`src/rtl/slice_serial_subtractor.sv`:
```
// Sequential subtractor: diff = a - b - bin, evaluated SLICE bits per clock
// with the borrow registered between slices; start/busy/done framed.
module slice_serial_subtractor #(
  parameter int WIDTH = 32,
  parameter int SLICE = 8
) (
  input  logic             clk,
  input  logic             rst_n,
  input  logic             start,
  input  logic [WIDTH-1:0] a,
  input  logic [WIDTH-1:0] b,
  input  logic             bin,
  output logic             busy,
  output logic             done,
  output logic [WIDTH-1:0] diff,
  output logic             bout,
  output logic             ovf,
  output logic             zero,
  output logic [1:0]       dbg_state_o
);

  localparam int N  = WIDTH / SLICE;
  localparam int KW = (N > 1) ? $clog2(N) : 1;

  // Handshake: start is honoured only in IDLE and operands are captured on
  // that edge; busy covers the N slice cycles, done is a one-cycle pulse after
  // the last slice with results already valid; busy and done never overlap.
  typedef enum logic [1:0] {IDLE = 2'd0, RUN = 2'd1, DONE = 2'd2} state_e;

  state_e           state_q, state_d;
  logic [WIDTH-1:0] a_q, a_d, b_q, b_d, work_q, work_d, diff_q, diff_d;
  logic             borrow_q, borrow_d, bout_q, bout_d;
  logic             ovf_q, ovf_d, zero_q, zero_d;
  logic [KW-1:0]    k_q, k_d;
  logic [SLICE:0]   slice_res;
  logic             last_slice;

  always_comb begin
    slice_res  = {1'b0, a_q[k_q*SLICE +: SLICE]} - {1'b0, b_q[k_q*SLICE +: SLICE]}
               - {{SLICE{1'b0}}, borrow_q};
    last_slice = (k_q == KW'(N - 1));
  end

  always_comb begin
    state_d  = state_q;
    a_d      = a_q;
    b_d      = b_q;
    work_d   = work_q;
    borrow_d = borrow_q;
    k_d      = k_q;
    diff_d   = diff_q;
    bout_d   = bout_q;
    ovf_d    = ovf_q;
    zero_d   = zero_q;
    case (state_q)
      IDLE: begin
        if (start) begin
          a_d      = a;
          b_d      = b;
          borrow_d = bin;
          k_d      = '0;
          work_d   = '0;
          state_d  = RUN;
        end
      end
      RUN: begin
        work_d[k_q*SLICE +: SLICE] = slice_res[SLICE-1:0];
        borrow_d = slice_res[SLICE];
        k_d      = k_q + KW'(1);
        // Architectural results move only on the final slice edge.
        if (last_slice) begin
          state_d = DONE;
          diff_d  = work_d;
          bout_d  = slice_res[SLICE];
          zero_d  = (work_d == '0);
          ovf_d   = (a_q[WIDTH-1] ^ b_q[WIDTH-1]) & (work_d[WIDTH-1] ^ a_q[WIDTH-1]);
        end
      end
      DONE:    state_d = IDLE;
      default: state_d = IDLE;
    endcase
  end

  always_ff @(posedge clk or negedge rst_n) begin
    if (!rst_n) begin
      state_q  <= IDLE;
      a_q      <= '0;
      b_q      <= '0;
      work_q   <= '0;
      borrow_q <= 1'b0;
      k_q      <= '0;
      diff_q   <= '0;
      bout_q   <= 1'b0;
      ovf_q    <= 1'b0;
      zero_q   <= 1'b0;
    end else begin
      state_q  <= state_d;
      a_q      <= a_d;
      b_q      <= b_d;
      work_q   <= work_d;
      borrow_q <= borrow_d;
      k_q      <= k_d;
      diff_q   <= diff_d;
      bout_q   <= bout_d;
      ovf_q    <= ovf_d;
      zero_q   <= zero_d;
    end
  end

  assign busy        = (state_q == RUN);
  assign done        = (state_q == DONE);
  assign diff        = diff_q;
  assign bout        = bout_q;
  assign ovf         = ovf_q;
  assign zero        = zero_q;
  assign dbg_state_o = state_q;

endmodule
```
`config.mk`:
```
export PLATFORM = sky130hd
export DESIGN_NAME = slice_serial_subtractor
export DESIGN_NICKNAME = d
export VERILOG_FILES = /design/src/rtl/slice_serial_subtractor.sv
export SDC_FILE = /design/constraint.sdc
export NUM_CORES = 1
export LEC_CHECK = 0
export CAP_MARGIN = 10
export CELL_PAD_IN_SITES_DETAIL_PLACEMENT = 1
export CELL_PAD_IN_SITES_GLOBAL_PLACEMENT = 1
export CORE_MARGIN = 2
export CORE_UTILIZATION = 39
export DETAILED_ROUTE_END_ITERATION = 7
export PLACE_DENSITY_LB_ADDON = 0.1
export SLEW_MARGIN = 20
export SYNTH_ARGS = -nofsm -noshare
export SYNTH_HDL_FRONTEND = slang
export SYNTH_SLANG_ARGS = --single-unit
```
`constraint.sdc`:
```
create_clock -name clk -period 9.9 [get_ports clk]
set_input_delay 1.98 -clock clk [delete_from_list [all_inputs] [get_ports clk]]
set_output_delay 1.98 -clock clk [all_outputs]
set_load 0.01 [all_outputs]
```
# Word-level counts from Yosys, hierarchy flattened
# Index checks and enable logic that the tools add are counted.
# Widths: inputs -> output; s select.
[op_classes]
n_addsub = 4
n_reduce_logical = 7
n_eq_ne = 5
n_bitwise = 3
shifts = 4
n_mux = 10
[ops]
columns = ["op", "count"]
rows = [
  ["$pmux 32 s2", 1],
  ["$shiftx 32x6->8", 2],
  ["$neg 5->34", 1],
  ["$shift 8x34->32 const A", 1],
  ["$shiftx 8x34->32", 1],
  ["$bwmux 32", 1],
  ["$logic_not 32->1", 1],
  ["$mux 32", 1],
  ["$sub 8x8->9", 1],
  ["$sub 9x1->9", 1],
  ["$pmux 2 s2", 2],
  ["$reduce_and 2->1", 4],
  ["$mux 2", 3],
  ["$eq 2x2->1 const B", 2],
  ["$add 2x1->2 const B", 1],
  ["$eq 2x1->1 const B", 1],
  ["$logic_not 2->1", 1],
  ["$ne 2x1->1 const B", 1],
  ["$ne 2x2->1 const B", 1],
  ["$pmux 1 s2", 1],
  ["$reduce_bool 2->1", 1],
  ["$xor 1x1->1", 2],
  ["$and 1x1->1", 1],
  ["$mux 1", 1],
]
[totals]
register_bits = 136
in_bits = 68
elab_cells = 43
out_inout_bits = 39

# Longest topological paths before layout
# Gate-level depths: netlist (run 1).
[logic_depth]
word_depth = 7
depth_mapped = 15
depth_no_buf = 13

# Least setup slack after synthesis (run 1)
# OpenSTA, ideal clock, no wires.
[synth_path]
kind = "register to register"
start = "register k_q[0]"
end = "register zero_q (netlist: zero)"
path_buffers = 2
t_required_ps = 9824
path_stages_with_launch = 14
slack_ps = 6091
synth_period_minus_slack_ps = 3809
setup_time_ps = 76
arrival_time_ps = 3733
cell_sequence = "dfrtp_1 > buf_4 > buf_2 > mux4_2 > fa_1 > fa_1 > nand2b_1 > a31o_2 > a21oi_1 > xnor2_1 > a2111oi_2 > and4_1 > o2111ai_1 > o21ai_1"
[synth_via]
elab_chain_len = 6
elab_cells_between_ends = 11
classes_between = "add/sub: 3; eq/ne: 1; shift: 4; mux: 1; reduce/logical: 2"
[synth_lines]
columns = ["item", "line", "source"]
rows = [
  ["start, declared", "34", "logic [KW-1:0] k_q, k_d;"],
  ["start signal, assigned", "102", "k_q <= k_d;"],
  ["$shiftx 32x6->8", "39", "slice_res = {1'b0, a_q[k_q*SLICE +: SLICE]} - {1'b0, b_q[k_q*SLICE +: SLICE]}"],
  ["$sub 8x8->9", "39", ""],
  ["$sub 9x1->9", "40", "- {{SLICE{1'b0}}, borrow_q};"],
  ["$shiftx 8x34->32", "67", "work_d[k_q*SLICE +: SLICE] = slice_res[SLICE-1:0];"],
  ["$bwmux 32", "67", ""],
  ["$logic_not 32->1", "75", "zero_d = (work_d == '0);"],
  ["end signal, assigned", "106", "zero_q <= zero_d;"],
  ["end, declared", "33", "logic ovf_q, ovf_d, zero_q, zero_d;"],
]
# Several ways; a longest one is shown, not always the timed one.
# A chain may end at the register's enable or synchronous reset.

# Worst setup path in the final report (run 1)
[layout_path]
start = "register state_q[1] (netlist: dbg_state_o[1])"
end = "output busy"
[layout_via]
elab_chain_len = 1
[layout_lines]
columns = ["item", "line", "source"]
rows = [
  ["start, declared", "30", "state_e state_q, state_d;"],
  ["start signal, assigned", "97", "state_q <= state_d;"],
  ["$eq 2x1->1", "110", "assign busy = (state_q == RUN);"],
  ["end, declared", "13", "output logic busy,"],
]
# Every way passes these cells.

==> results of run 1 <==
placed cells by master (no fill, tap or decap), drive strengths merged, types with 11 or more instances in the layout:
cell and n:
a22o 24, o21ai 27, a221oi 23, mux2 64, buf 11, ha 18, dfrtp 136, nor2 58
mux4 15, nand2 28, clkbuf 24, inv 29, clkdlybuf4s50 105
worst reg2reg max path, cell delays in order (launching register included):
cell       delay, ns
dfrtp_1         0.33
buf_4           0.38
mux4_2          0.59
fa_1            0.45
fa_1            0.46
xor2_1          0.32
o21ai_0         0.23
nor4b_1         0.36
nand4_1         0.17
a2111oi_2       0.23
and4_1          0.23
o2111ai_1       0.11
o21ai_1         0.13
registers in the layout, summed over array words and instances, names as in the netlist:
signal       count
k_q              2
borrow_q         1
diff            32
b_q             32
a_q             32
ovf              1
bout             1
work_q          32
zero             1
dbg_state_o      2
path summary, 6_finish.rpt:
kind	from	end	slack [ns]	cells after the start
min in group asynchronous	rst_n	diff[21]	1.56	1
min reg2reg	diff[22]	diff[22]	0.48	2
min	diff[22]	diff[22]	0.48	2
max in group asynchronous	rst_n	a_q[19]	6.99	2
max reg2reg	k_q[0]	zero	5.82	12
max	dbg_state_o[1]	busy	5.73	3
layer usage:
metal / routed length (µm) / global-route usage / vias up
li1: - / - / 2107
met1: 6940 / 0.238 / 2352
met2: 8300 / 0.332 / 89
met3: 605 / 0.0510 / 16
met4: 209 / 0.0579 / 0
met5: 0 / 0 / -
per-stage QoR:
stage / util / area, µm²
global route: 0.521 / 8330
CTS: 0.520 / 8330
detailed placement: 0.483 / 7730
global placement: 0.483 / 7730
floorplan: - / 6440
finish: 0.521 / 8330
layout make-up:
| cell class | count | area (µm²) | share of cell area |
|---|---|---|---|
| Inverter | 29 | 109 | 0.0131 |
| Multi-Input combinational cell | 332 | 2820 | 0.338 |
| Clock inverter | 8 | 92.6 | 0.0111 |
| Tap cell | 216 | 270 | 0.0324 |
| Clock buffer | 24 | 502 | 0.0602 |
| Timing Repair Buffer | 116 | 1140 | 0.136 |
| Sequential cell | 136 | 3400 | 0.408 |
Yosys cell counts, drive strengths merged (4+ instances only):
library cell	instances
dfrtp	136
mux2	64
nor2	58
inv	29
nand2	28
o21ai	27
a22o	24
a221oi	23
clkbuf	22
ha	18
mux4	15
a21oi	10
a22oi	7
buf	7
nor3	7
and2	4
nor2b	4
xnor2	4
logic make-up (layout without fill, tap and decap cells):
| family | after synthesis | in the layout |
|---|---|---|
| flip-flops | 136 | 136 |
| AND/OR/NAND/NOR | 120 | 120 |
| multiplexers | 82 | 82 |
| AO/OA/AOI/OAI | 103 | 103 |
| adder cells (fa/ha/maj) | 20 | 20 |
| buffers and inverters | 58 | 177 |
| XOR/XNOR | 7 | 7 |
==> results.md, run 1 <==
* Vias in the first global route at slightly below 5000
* Sink Count at 136
* Crit end category: primary output
* Initial antenna violation count at 0
* Slowest stage delay, CP at ~0.6 ns
* Largest family of logic cells by synthesized area: multiplexers
* 1st-iter DRT viols at approximately 240
* Simple-gate share of the synthesized area at 0.0877
* DP Worst Slack at between 5 and 6 ns
* Max-Cap Viols at 0
* Relative slew slack at 0.274
* Final setup violation count at 0
* Setup WS post-layout at roughly 5.7 ns
* Post-synthesis mux area share at 0.171
* Critical path's top delay family: buffers and inverters
* Hold Slack at roughly 0.48 ns
* DR vias at approximately 4600
* Crit path kind: register to primary output
* Cts bufs inserted at 17
* Clk slew on worst S/H paths at 0.06 ns
* Core Footprint at ~16000 µm²
* Vias per cell at roughly 5.3
* Area contributors post-synth: dfrtp_1 53%, mux2_2 11%, mux4_2 4.5%, ha_1 3.5%, nor2_1 3.4%
* DP HPWL at between 10000 and 15000 µm
* Initial Utilization at 0.402
* Setup Fix Bufs, Post-CTS at 0
* CP bufs+invs at 2
* Worst Path Max Fanout at 16
* CP Cell Sequence: nand2b_1 > inv_1 > clkdlybuf4s50_1
* Crit share post-route at 0.421
* Fill count at around 1700
* Rows at 46
* Non-filler cells, final at 861
* CTS Hold Buffers Added at 0
* Tmin final at roughly 4.2 ns
* Clk Tree Root Cell: clkbuf_16
* Number of flops mapped to enable cells by yosys at 0
* CTS max path bufs at 2
* Die area at ~18000 µm²
* IO buf count at ~110
* Prevailing post-synth register cell: dfrtp_1
* Status: finished clean
* Post-Synthesis Cells at approximately 530
* WP data required at 7.92 ns
* Diodes inserted at 0
* Die X-Extent at around 130 µm
* I/O pin total at 107
* Post_cts resized at 0
* Synth Cell Area at ~6400 µm²
* Syn Nets at approximately 610
* CTS tree: built
* Slowest-stage cell, CP: clkdlybuf4s50_1
* Share of layout cells above drive strength 1 at 0.203
* Syn_area_per_cell at roughly 12 µm²
* Max-slew violation count at 0
* Post-Synth Adder-Cell Area at 0.0412
* First-pass GRT wire length at about 26000 µm
* First-pass DRT Iterations at 4
* Drc violations at 0
* XOR/XNOR share of the synthesized area at 0.0124
* Synth unique cells at 53
* Layout Skew at between 0.01 and 0.015 ns
* H-tree depth at 4
* DIE HEIGHT at about 130 µm
* Worst Tran Pin Value at 1.07 ns
* Total grt overflow at 0
* Flop and latch count out of synthesis at ~140
* Cell accounting for the most synthesized area: dfrtp_1
* Setup_tns at 0 ns
* Startpoint types: register
* Seq/Total Area, Yosys at 0.529
* Synthesis-to-layout area growth at 29.5%
* Fmax at 240 MHz
* Clk_lat worst skew at around 0.42 ns
* Yosys top cell area share at 0.529
* Hold Violations, Final at 0
* RSZ-0062 raised after global routing: false
* Yosys warns at 0
* Placed cells at 829
* Complex-gate fraction of the synthesized area at 0.123
* Largest net degree at the start of global routing at 70
* Final net count at 720
* Total Routing Usage GR at 0.193
* Hold crit path type: register to register
* Detail Route Antenna Nets at 0
* Final GP Congestion at ~0.79
* Routed WL at approximately 16000 µm
* Worst Path Arrival at 2.19 ns
* WL/cell at around 19 µm
* Async S/R FF share, synth at 1.00
Power of run 1 is not shown: default switching activity piles up to over one toggle a cycle in this logic, so the estimate is an artifact.
==> inputs of run 2 (changes only) <==
==> constraint.sdc (replaced) <==
create_clock -name clk -period 3.8 [get_ports clk]
set_input_delay 0.76 -clock clk [delete_from_list [all_inputs] [get_ports clk]]
set_output_delay 0.76 -clock clk [all_outputs]
set_load 0.01 [all_outputs]
==> run 2 against run 1 <==
  * Non-clock buffer count grew 8
  * Global-route usage grew 1.4 points
  * Final cell count rose by 0.93%
  * Register-to-register slack lost 5.6 ns
  * Via count up 2.8%
  * Critical endpoint is now ovf
  * Largest cell class unchanged
==> results.md, run 2 (synthesis results as in run 1) <==
* H-tree depth at 4
* Total Routing Usage GR at 0.207
* Hold crit path type: primary input to asynchronous set/reset pin
* CTS Hold Buffers Added at 0
* Crit-path most repeated cell: ha_1
* Largest net degree at the start of global routing at 90
* 1st-iter DRT viols at around 160
* Die X-Extent at around 130 µm
* Tmin final at roughly 3.6 ns
* Detail Route Antenna Nets at 0
* DP Worst Slack at about 0.18 ns
* Rows at 46
* Dpl cell area at between 7000 and 8000 µm²
* Fin area at about 8500 µm²
* I/O pin total at between 100 and 150
* Drc violations at 0
* Slowest stage delay, CP at approximately 0.53 ns
* Core Footprint at around 16000 µm²
* Final net count at 728
* Clk_lat worst skew at 0.42 ns
* Commonest non-fill, non-tap cell in the layout: dfrtp_1
* Die area at between 15000 and 20000 µm²
* Worst Path Max Fanout at 9
* Total grt overflow at 0
* Status: finished clean
* IO buf count at between 100 and 150
* First-pass GRT wire length at about 28000 µm
* Max-slew violation count at 0
* Sink Count at about 140
* First-pass DRT Iterations at 4
* Clk slew on worst S/H paths at 0.06 ns
* Layout Skew at 0.00730 ns
* WL/cell at roughly 20 µm
* Cts bufs inserted at 17
* Final setup violation count at 0
* Fmax at between 200 and 300 MHz
* DIE HEIGHT at around 130 µm
* Commonest non-fill, non-tap cells in the layout: 136 x dfrtp_1, 105 x clkdlybuf4s50_1, 64 x mux2_2
* CTS tree: built
* Initial antenna violation count at 0
* Crit path kind: register to register
* Startpoint types: register
* Diodes inserted at 0
* Crit share post-route at 0.948
* Most Crowded Layer GR: met2
* Share of layout cells above drive strength 1 at 0.219
* Worst Path Arrival at 3.94 ns
* Final GP Congestion at roughly 0.8
* Setup_tns at 0 ns
* WP data required at around 4.1 ns
* Relative slew slack at 0.344
* Vias per cell at between 5 and 6
* Max-Cap Viols at 0
* Hold Violations, Final at 0
* Slowest-stage cell, CP: mux4_2
* RSZ-0062 raised after global routing: false
* CP Cell Sequence: buf_4 > mux4_2 > ha_1 > inv_1 > ha_1 > nor4b_4 > o221ai_2 > a31o_4 > a21oi_4 > xnor2_4 > a22oi_4 > or3b_1 > a31oi_1
* Setup WS post-layout at just under 0.2 ns
* Crit end category: register
* Clk Tree Root Cell: clkbuf_16
* DR vias at ~4700
* DP HPWL at about 12000 µm
* Worst Tran Pin Value at roughly 0.98 ns
* Initial Utilization at 0.402
* GR Util met1 at 0.245
* Routed WL at about 17000 µm
* Synthesis-to-layout area growth at 32.0%
* Met2 usage at 0.372
* CTS max path bufs at 2
* Vias in the first global route at 5241
* M3 GR Usage at 0.0395
## run 2: layer usage
metal / up-vias / wire length (µm)
met1: 2431 / 7090
li1: 2142 / -
met4: 0 / 354
met3: 26 / 611
met5: - / 0
met2: 92 / 9160
## run 2: path summary, 6_finish.rpt
kind,startpoint,endpoint,slack [ns],depth (start not counted)
setup / recovery,k_q[0],ovf,0.20,13
hold / removal,rst_n,diff[13],0.40,1
setup reg to reg,k_q[0],ovf,0.20,13
hold reg to reg,bout,bout,0.47,2
max in group asynchronous,rst_n,a_q[1],2.65,2
min in group clk,bout,bout,0.47,2
## run 2: final cells by class
class,instances,area (µm²)
inverter,29,109
clock inverter,14,220
clock buffer,18,439
sequential,136,3400
tap,216,270
timing repair buffer,124,1220
multi-input combinational,332,2830
fill,1673,7510
## run 2: per-stage QoR
stage / hold slack (ns) / utilization / cells
floorplan: 0.442 / - / 526
global placement: 0.465 / 0.488 / 837
detailed placement: 0.465 / 0.488 / 837
CTS: 0.460 / 0.529 / 869
global route: 0.466 / 0.531 / 869
finish: 0.397 / 0.531 / 869
## run 2: critical path, delay by kind of cell, from the launching register on
family                     cells  cell delay [ns]
AOI/OAI and AO/OA              5             0.87
DFF                            1             0.38
buffers and inverters          2             0.28
adders and majority gates      2             0.55
xor gates and xnor gates       1             0.21
and+or+nand+nor                2             0.67
muxes                          1             0.53
## run 2: repair_timing
item,4_1_cts,5_1_grt
endpoints found under the setup margin,0,1
setup buffers,0,0
resized for setup,0,4
Power of run 2 is left out for the same reason.
